<file path="src/rtl/pipe_stage_skid.sv">
// Valid/ready inter-stage register with optional 2-entry skid (main + skid) for the P7 core.
// Optional PIPE_PERF_EN macro adds saturating stall_cnt / bubble_cnt counters.
module pipe_stage_skid #(
  parameter int DATA_W = 32,
  parameter int PC_W   = 32,
  parameter int EXC_W  = 5,
  parameter int SKID   = 1
) (
  input  logic              clk,
  input  logic              reset,
  input  logic              flush,
  input  logic              in_valid,
  output logic              in_ready,
  input  logic [DATA_W-1:0] in_instr,
  input  logic [PC_W-1:0]   in_pc,
  input  logic [EXC_W-1:0]  in_exc,
  input  logic              in_bd,
  output logic              out_valid,
  input  logic              out_ready,
  output logic [DATA_W-1:0] out_instr,
  output logic [PC_W-1:0]   out_pc,
  output logic [EXC_W-1:0]  out_exc,
`ifdef PIPE_PERF_EN
  output logic [31:0]       stall_cnt,
  output logic [31:0]       bubble_cnt,
`endif
  output logic              out_bd
);

  logic              main_v_q, main_v_d;
  logic [DATA_W-1:0] main_instr_q, main_instr_d;
  logic [PC_W-1:0]   main_pc_q, main_pc_d;
  logic [EXC_W-1:0]  main_exc_q, main_exc_d;
  logic              main_bd_q, main_bd_d;
  logic              skid_v_q, skid_v_d;
  logic [DATA_W-1:0] skid_instr_q, skid_instr_d;
  logic [PC_W-1:0]   skid_pc_q, skid_pc_d;
  logic [EXC_W-1:0]  skid_exc_q, skid_exc_d;
  logic              skid_bd_q, skid_bd_d;

  logic              accept_s;
  logic              main_free_s;
  logic [DATA_W-1:0] cap_instr_s;

  generate
    if (SKID != 0) begin : g_skid_ready
      assign in_ready = !skid_v_q;
    end else begin : g_comb_ready
      assign in_ready = !main_v_q || out_ready;
    end
  endgenerate

  assign accept_s    = in_valid && in_ready;
  assign main_free_s = !main_v_q || out_ready;
  // A beat carrying a fetch exception is stored as a nop.
  assign cap_instr_s = (in_exc != {EXC_W{1'b0}}) ? {DATA_W{1'b0}} : in_instr;

  // Next-state for main and skid entries; flush wins over transfer and accept.
  always_comb begin
    main_v_d     = main_v_q;
    main_instr_d = main_instr_q;
    main_pc_d    = main_pc_q;
    main_exc_d   = main_exc_q;
    main_bd_d    = main_bd_q;
    skid_v_d     = skid_v_q;
    skid_instr_d = skid_instr_q;
    skid_pc_d    = skid_pc_q;
    skid_exc_d   = skid_exc_q;
    skid_bd_d    = skid_bd_q;
    if (flush) begin
      main_v_d     = 1'b0;
      main_instr_d = {DATA_W{1'b0}};
      main_pc_d    = {PC_W{1'b0}};
      main_exc_d   = {EXC_W{1'b0}};
      main_bd_d    = (main_v_q && !out_ready && in_valid) ? in_bd : 1'b0;
      skid_v_d     = 1'b0;
      skid_instr_d = {DATA_W{1'b0}};
      skid_pc_d    = {PC_W{1'b0}};
      skid_exc_d   = {EXC_W{1'b0}};
      skid_bd_d    = 1'b0;
    end else if (main_free_s) begin
      if (skid_v_q) begin
        main_v_d     = 1'b1;
        main_instr_d = skid_instr_q;
        main_pc_d    = skid_pc_q;
        main_exc_d   = skid_exc_q;
        main_bd_d    = skid_bd_q;
        skid_v_d     = 1'b0;
        skid_instr_d = {DATA_W{1'b0}};
        skid_pc_d    = {PC_W{1'b0}};
        skid_exc_d   = {EXC_W{1'b0}};
        skid_bd_d    = 1'b0;
      end else if (accept_s) begin
        main_v_d     = 1'b1;
        main_instr_d = cap_instr_s;
        main_pc_d    = in_pc;
        main_exc_d   = in_exc;
        main_bd_d    = in_bd;
      end else begin
        main_v_d     = 1'b0;
        main_instr_d = {DATA_W{1'b0}};
        main_pc_d    = {PC_W{1'b0}};
        main_exc_d   = {EXC_W{1'b0}};
        main_bd_d    = 1'b0;
      end
    end else if (accept_s) begin
      // Main is holding; only reachable with SKID=1 since in_ready tracks main otherwise.
      skid_v_d     = 1'b1;
      skid_instr_d = cap_instr_s;
      skid_pc_d    = in_pc;
      skid_exc_d   = in_exc;
      skid_bd_d    = in_bd;
    end else begin
      skid_v_d     = skid_v_q;
    end
  end

  // Entry registers with asynchronous clear.
  always_ff @(posedge clk or posedge reset) begin
    if (reset) begin
      main_v_q     <= 1'b0;
      main_instr_q <= {DATA_W{1'b0}};
      main_pc_q    <= {PC_W{1'b0}};
      main_exc_q   <= {EXC_W{1'b0}};
      main_bd_q    <= 1'b0;
      skid_v_q     <= 1'b0;
      skid_instr_q <= {DATA_W{1'b0}};
      skid_pc_q    <= {PC_W{1'b0}};
      skid_exc_q   <= {EXC_W{1'b0}};
      skid_bd_q    <= 1'b0;
    end else begin
      main_v_q     <= main_v_d;
      main_instr_q <= main_instr_d;
      main_pc_q    <= main_pc_d;
      main_exc_q   <= main_exc_d;
      main_bd_q    <= main_bd_d;
      skid_v_q     <= skid_v_d;
      skid_instr_q <= skid_instr_d;
      skid_pc_q    <= skid_pc_d;
      skid_exc_q   <= skid_exc_d;
      skid_bd_q    <= skid_bd_d;
    end
  end

  assign out_valid = main_v_q;
  assign out_instr = main_instr_q;
  assign out_pc    = main_pc_q;
  assign out_exc   = main_exc_q;
  assign out_bd    = main_bd_q;

`ifdef PIPE_PERF_EN
  logic [31:0] stall_cnt_q;
  logic [31:0] bubble_cnt_q;

  // Saturating performance counters; only reset clears them.
  always_ff @(posedge clk or posedge reset) begin
    if (reset) begin
      stall_cnt_q  <= 32'd0;
      bubble_cnt_q <= 32'd0;
    end else begin
      if (main_v_q && !out_ready && (stall_cnt_q != 32'hFFFF_FFFF)) begin
        stall_cnt_q <= stall_cnt_q + 32'd1;
      end else begin
        stall_cnt_q <= stall_cnt_q;
      end
      if (!main_v_q && (bubble_cnt_q != 32'hFFFF_FFFF)) begin
        bubble_cnt_q <= bubble_cnt_q + 32'd1;
      end else begin
        bubble_cnt_q <= bubble_cnt_q;
      end
    end
  end

  assign stall_cnt  = stall_cnt_q;
  assign bubble_cnt = bubble_cnt_q;
`endif

endmodule

</file>
<file path="config.mk">
export PLATFORM = sky130hd
export DESIGN_NAME = pipe_stage_skid
export DESIGN_NICKNAME = d
export VERILOG_FILES = /design/src/rtl/pipe_stage_skid.sv
export SDC_FILE = /design/constraint.sdc
export NUM_CORES = 1
export LEC_CHECK = 0
export ABC_AREA = 1
export CORE_MARGIN = 2
export CORE_UTILIZATION = 32
export CTS_CLUSTER_SIZE = 10
export DETAILED_ROUTE_END_ITERATION = 12
export PLACE_DENSITY_LB_ADDON = 0.1
export SYNTH_ARGS = -nofsm -noshare
export SYNTH_HDL_FRONTEND = slang
export SYNTH_SLANG_ARGS = --single-unit
</file>
<file path="constraint.sdc">
create_clock -name clk -period 13.3 [get_ports clk]
set_input_delay 1.33 -clock clk [delete_from_list [all_inputs] [get_ports clk]]
set_output_delay 1.33 -clock clk [all_outputs]
set_load 0.01 [all_outputs]
</file>
==> results.cfg <==
[setup_path]
required_ps = 13610
worstPathArrival_ps = 3730
worstSetupStartpointType = input pin
end_kind = flop
crit_fanout = 70
path_cells = clkdlybuf4s50_1, inv_2, nor2_4, nand2_4, o22ai_1
max_stage_delay_ps = 690
path_class = input pin to flop
critPathSlowestCell = nand2_4
reg2reg_depth = 4

[power]
netSwitchingPower_mw = 0.255
vdd_drop_max_v = 0.0000979
p_seq_frac = 0.427
swShare = 0.245
p_int_mw = 0.787
comb_power_share = 0.093
cellPowerDensity_nw_per_um2 = 120
clockPowerShare = 0.480
power.leakage_nw = 4.14

[cts]
postCtsSetupBuffers = 0
cts_tree = done
numCtsBuffers = 17
clk_latency_ps = 420
cts_buffer_depth = 2
cts-root-buf = clkbuf_16
ctsResizeCount = 0
clk_pin_slew_worst_paths_ps = 60
h-tree-depth = 4
postCtsHoldBufs = 0
clock_sinks = 142

[sta]
drv_slew = 0
hold_violations = 0
worstMarginPinSlew_ps = 1010
finalSetupTns_ps = 0
period_share = 0.257
finalSetupViolations = 0
finalClockSkew_ps = 8.41
fmax_mhz = 293
relSlewSlack = 0.327
period_minus_slack_ps = 3410
rsz0062_at_grt = no

[placement]
dp_hpwl_mm = 10.7
portBuffers = 146
dp_cells = 1140
place_congestion = 0.702

[finish]
fill_cells = 2026
final_cells = 1173
nets = 969
syn2layout_area_growth_pct = 34.7
multiInputGateArea_um2 = 2340
seqCellArea_um2 = 3550
drive_gt1_frac = 0.0794

[synth]
synth_area_leaders = dfrtp_1 55%, nand2_1 18%, o22ai_1 5.4%
ys_types = 19
syn-instance-count = 773
synth_seq_cells = 142
syn_nets = 848
yosysSeqAreaShare = 0.551
synth_warnings = 0
syn_area_um2 = 6440
synth_top_area_cell = dfrtp_1
netlist.area_leader.share = 0.551
postSynthAreaPerCell_um2 = 8.34

[die]
rows = 51
start_util = 0.329
num_io_pins = 147
fp.dieArea_um2 = 21300
chipWidth_um = 146
die_y_um = 146
coreArea_um2 = 19600

[route]
drt_wl_total_mm = 17.7
wire_per_inst_um = 15.1
routed-via-count = 5379
first_pass_iters = 4
viasPerCell = 4.59
drt.antenna.violating_nets = 0
drcViolationCount = 0
drt_iter0_drc = 297

[outcome]
outcome = complete, no violations

[global_route]
grt_max_degree = 73
globalRouteTotalUtil = 0.172
grt_antenna_before_repair = 1
grt_pass1_wl_mm = 29.5
grt_pass1_vias = 5506
grt_overflow = 0

[min_path]
hp-class = flop to flop
holdPathStages = 2

[run]
cap_violations = 0
power groups by stage:
stage          registers [mW]  logic, mW  clock network, mW
2_1_floorplan           0.455     0.0453                  0
3_3_place_gp            0.453     0.0988                  0
3_5_place_dp            0.453     0.0988                  0
4_1_cts                 0.445     0.0992              0.513
5_1_grt                 0.446      0.107              0.528
6_report                0.445     0.0967              0.501
flip-flops by register name, indices dropped and copies added (netlist names):
signal and count:
skid_pc_q 32, out_valid 1, skid_exc_q 5, skid_v_q 1
out_pc 32, out_exc 5, out_bd 1, skid_instr_q 32
skid_bd_q 1, out_instr 32
kinds of logic after synthesis:
group	Yosys count	synth area share
flip-flops	142	0.551
buffers and inverters	135	0.0866
AND/OR/NAND/NOR	384	0.240
AO/OA/AOI/OAI	112	0.122
cell type report:
class                           count  area share
Tap cell                          265      0.0382
Antenna cell                        1    0.000288
Multi-Input combinational cell    496       0.270
Timing Repair Buffer              154       0.175
Sequential cell                   142       0.409
Inverter                           83      0.0365
Clock buffer                       19      0.0522
Clock inverter                     13      0.0187
worst paths after layout:
check,startpoint,to,slack [ps]
worst max-delay path,in_valid,skid_exc_q[1],9890
worst min-delay path,out_pc[15],out_pc[15],480
worst max register to register,skid_v_q,skid_exc_q[1],10650
worst min register to register,out_pc[15],out_pc[15],480
max in group asynchronous,reset,out_pc[12],10530
min in group asynchronous,reset,out_pc[1],1380
metal layers:
layer / GRT usage / wire [um] / vias to the layer above
li1: - / - / 2725
met2: 0.276 / 8280 / 117
met5: 0 / 0 / -
met1: 0.235 / 8420 / 2522
met4: 0.0407 / 150 / 0
met3: 0.0420 / 825 / 15
cells in the final DEF, fill, tap and decap left out, drive strengths merged:
master,count
nand2,312
clkdlybuf4s50,146
dfrtp,142
inv,85
o22ai,76
nand3,64
o21ai,33
clkbuf,19
buf,8
nor2,8
clkinv,5
a21oi,3
clkinvlp,3
bufinv,3
diode,1
cell usage after synthesis:
cell type	number
nand2_1	310
dfrtp_1	142
inv_1	79
nand3_1	64
o22ai_1	56
clkbuf_1	24
buf_2	23
o21ai_1	21
o22ai_2	20
o21ai_0	11
nor2_1	5
inv_2	4
a21oi_1	3
nor2_4	3
buf_4	2
buf_6	2
nand2_2	2
buf_1	1
o21ai_2	1
metrics by stage:
stage	hold slack [ps]	setup slack [ps]	utilization	total power [mW]	area, um2
global route	495	9650	0.443	1.08	8680
finish	477	9890	0.443	1.04	8680
detailed placement	465	9420	0.412	0.552	8060
global placement	462	9480	0.412	0.552	8060
floorplan	478	8160	-	0.500	6440
CTS	481	9870	0.443	1.06	8680
worst max-delay path, delay by kind of cell:
| kind | cells | cell delay [ps] |
|---|---|---|
| simple gates | 2 | 1370 |
| buf+inv | 2 | 570 |
| compound gates | 1 | 390 |
Power figures use the tool's default switching activity.
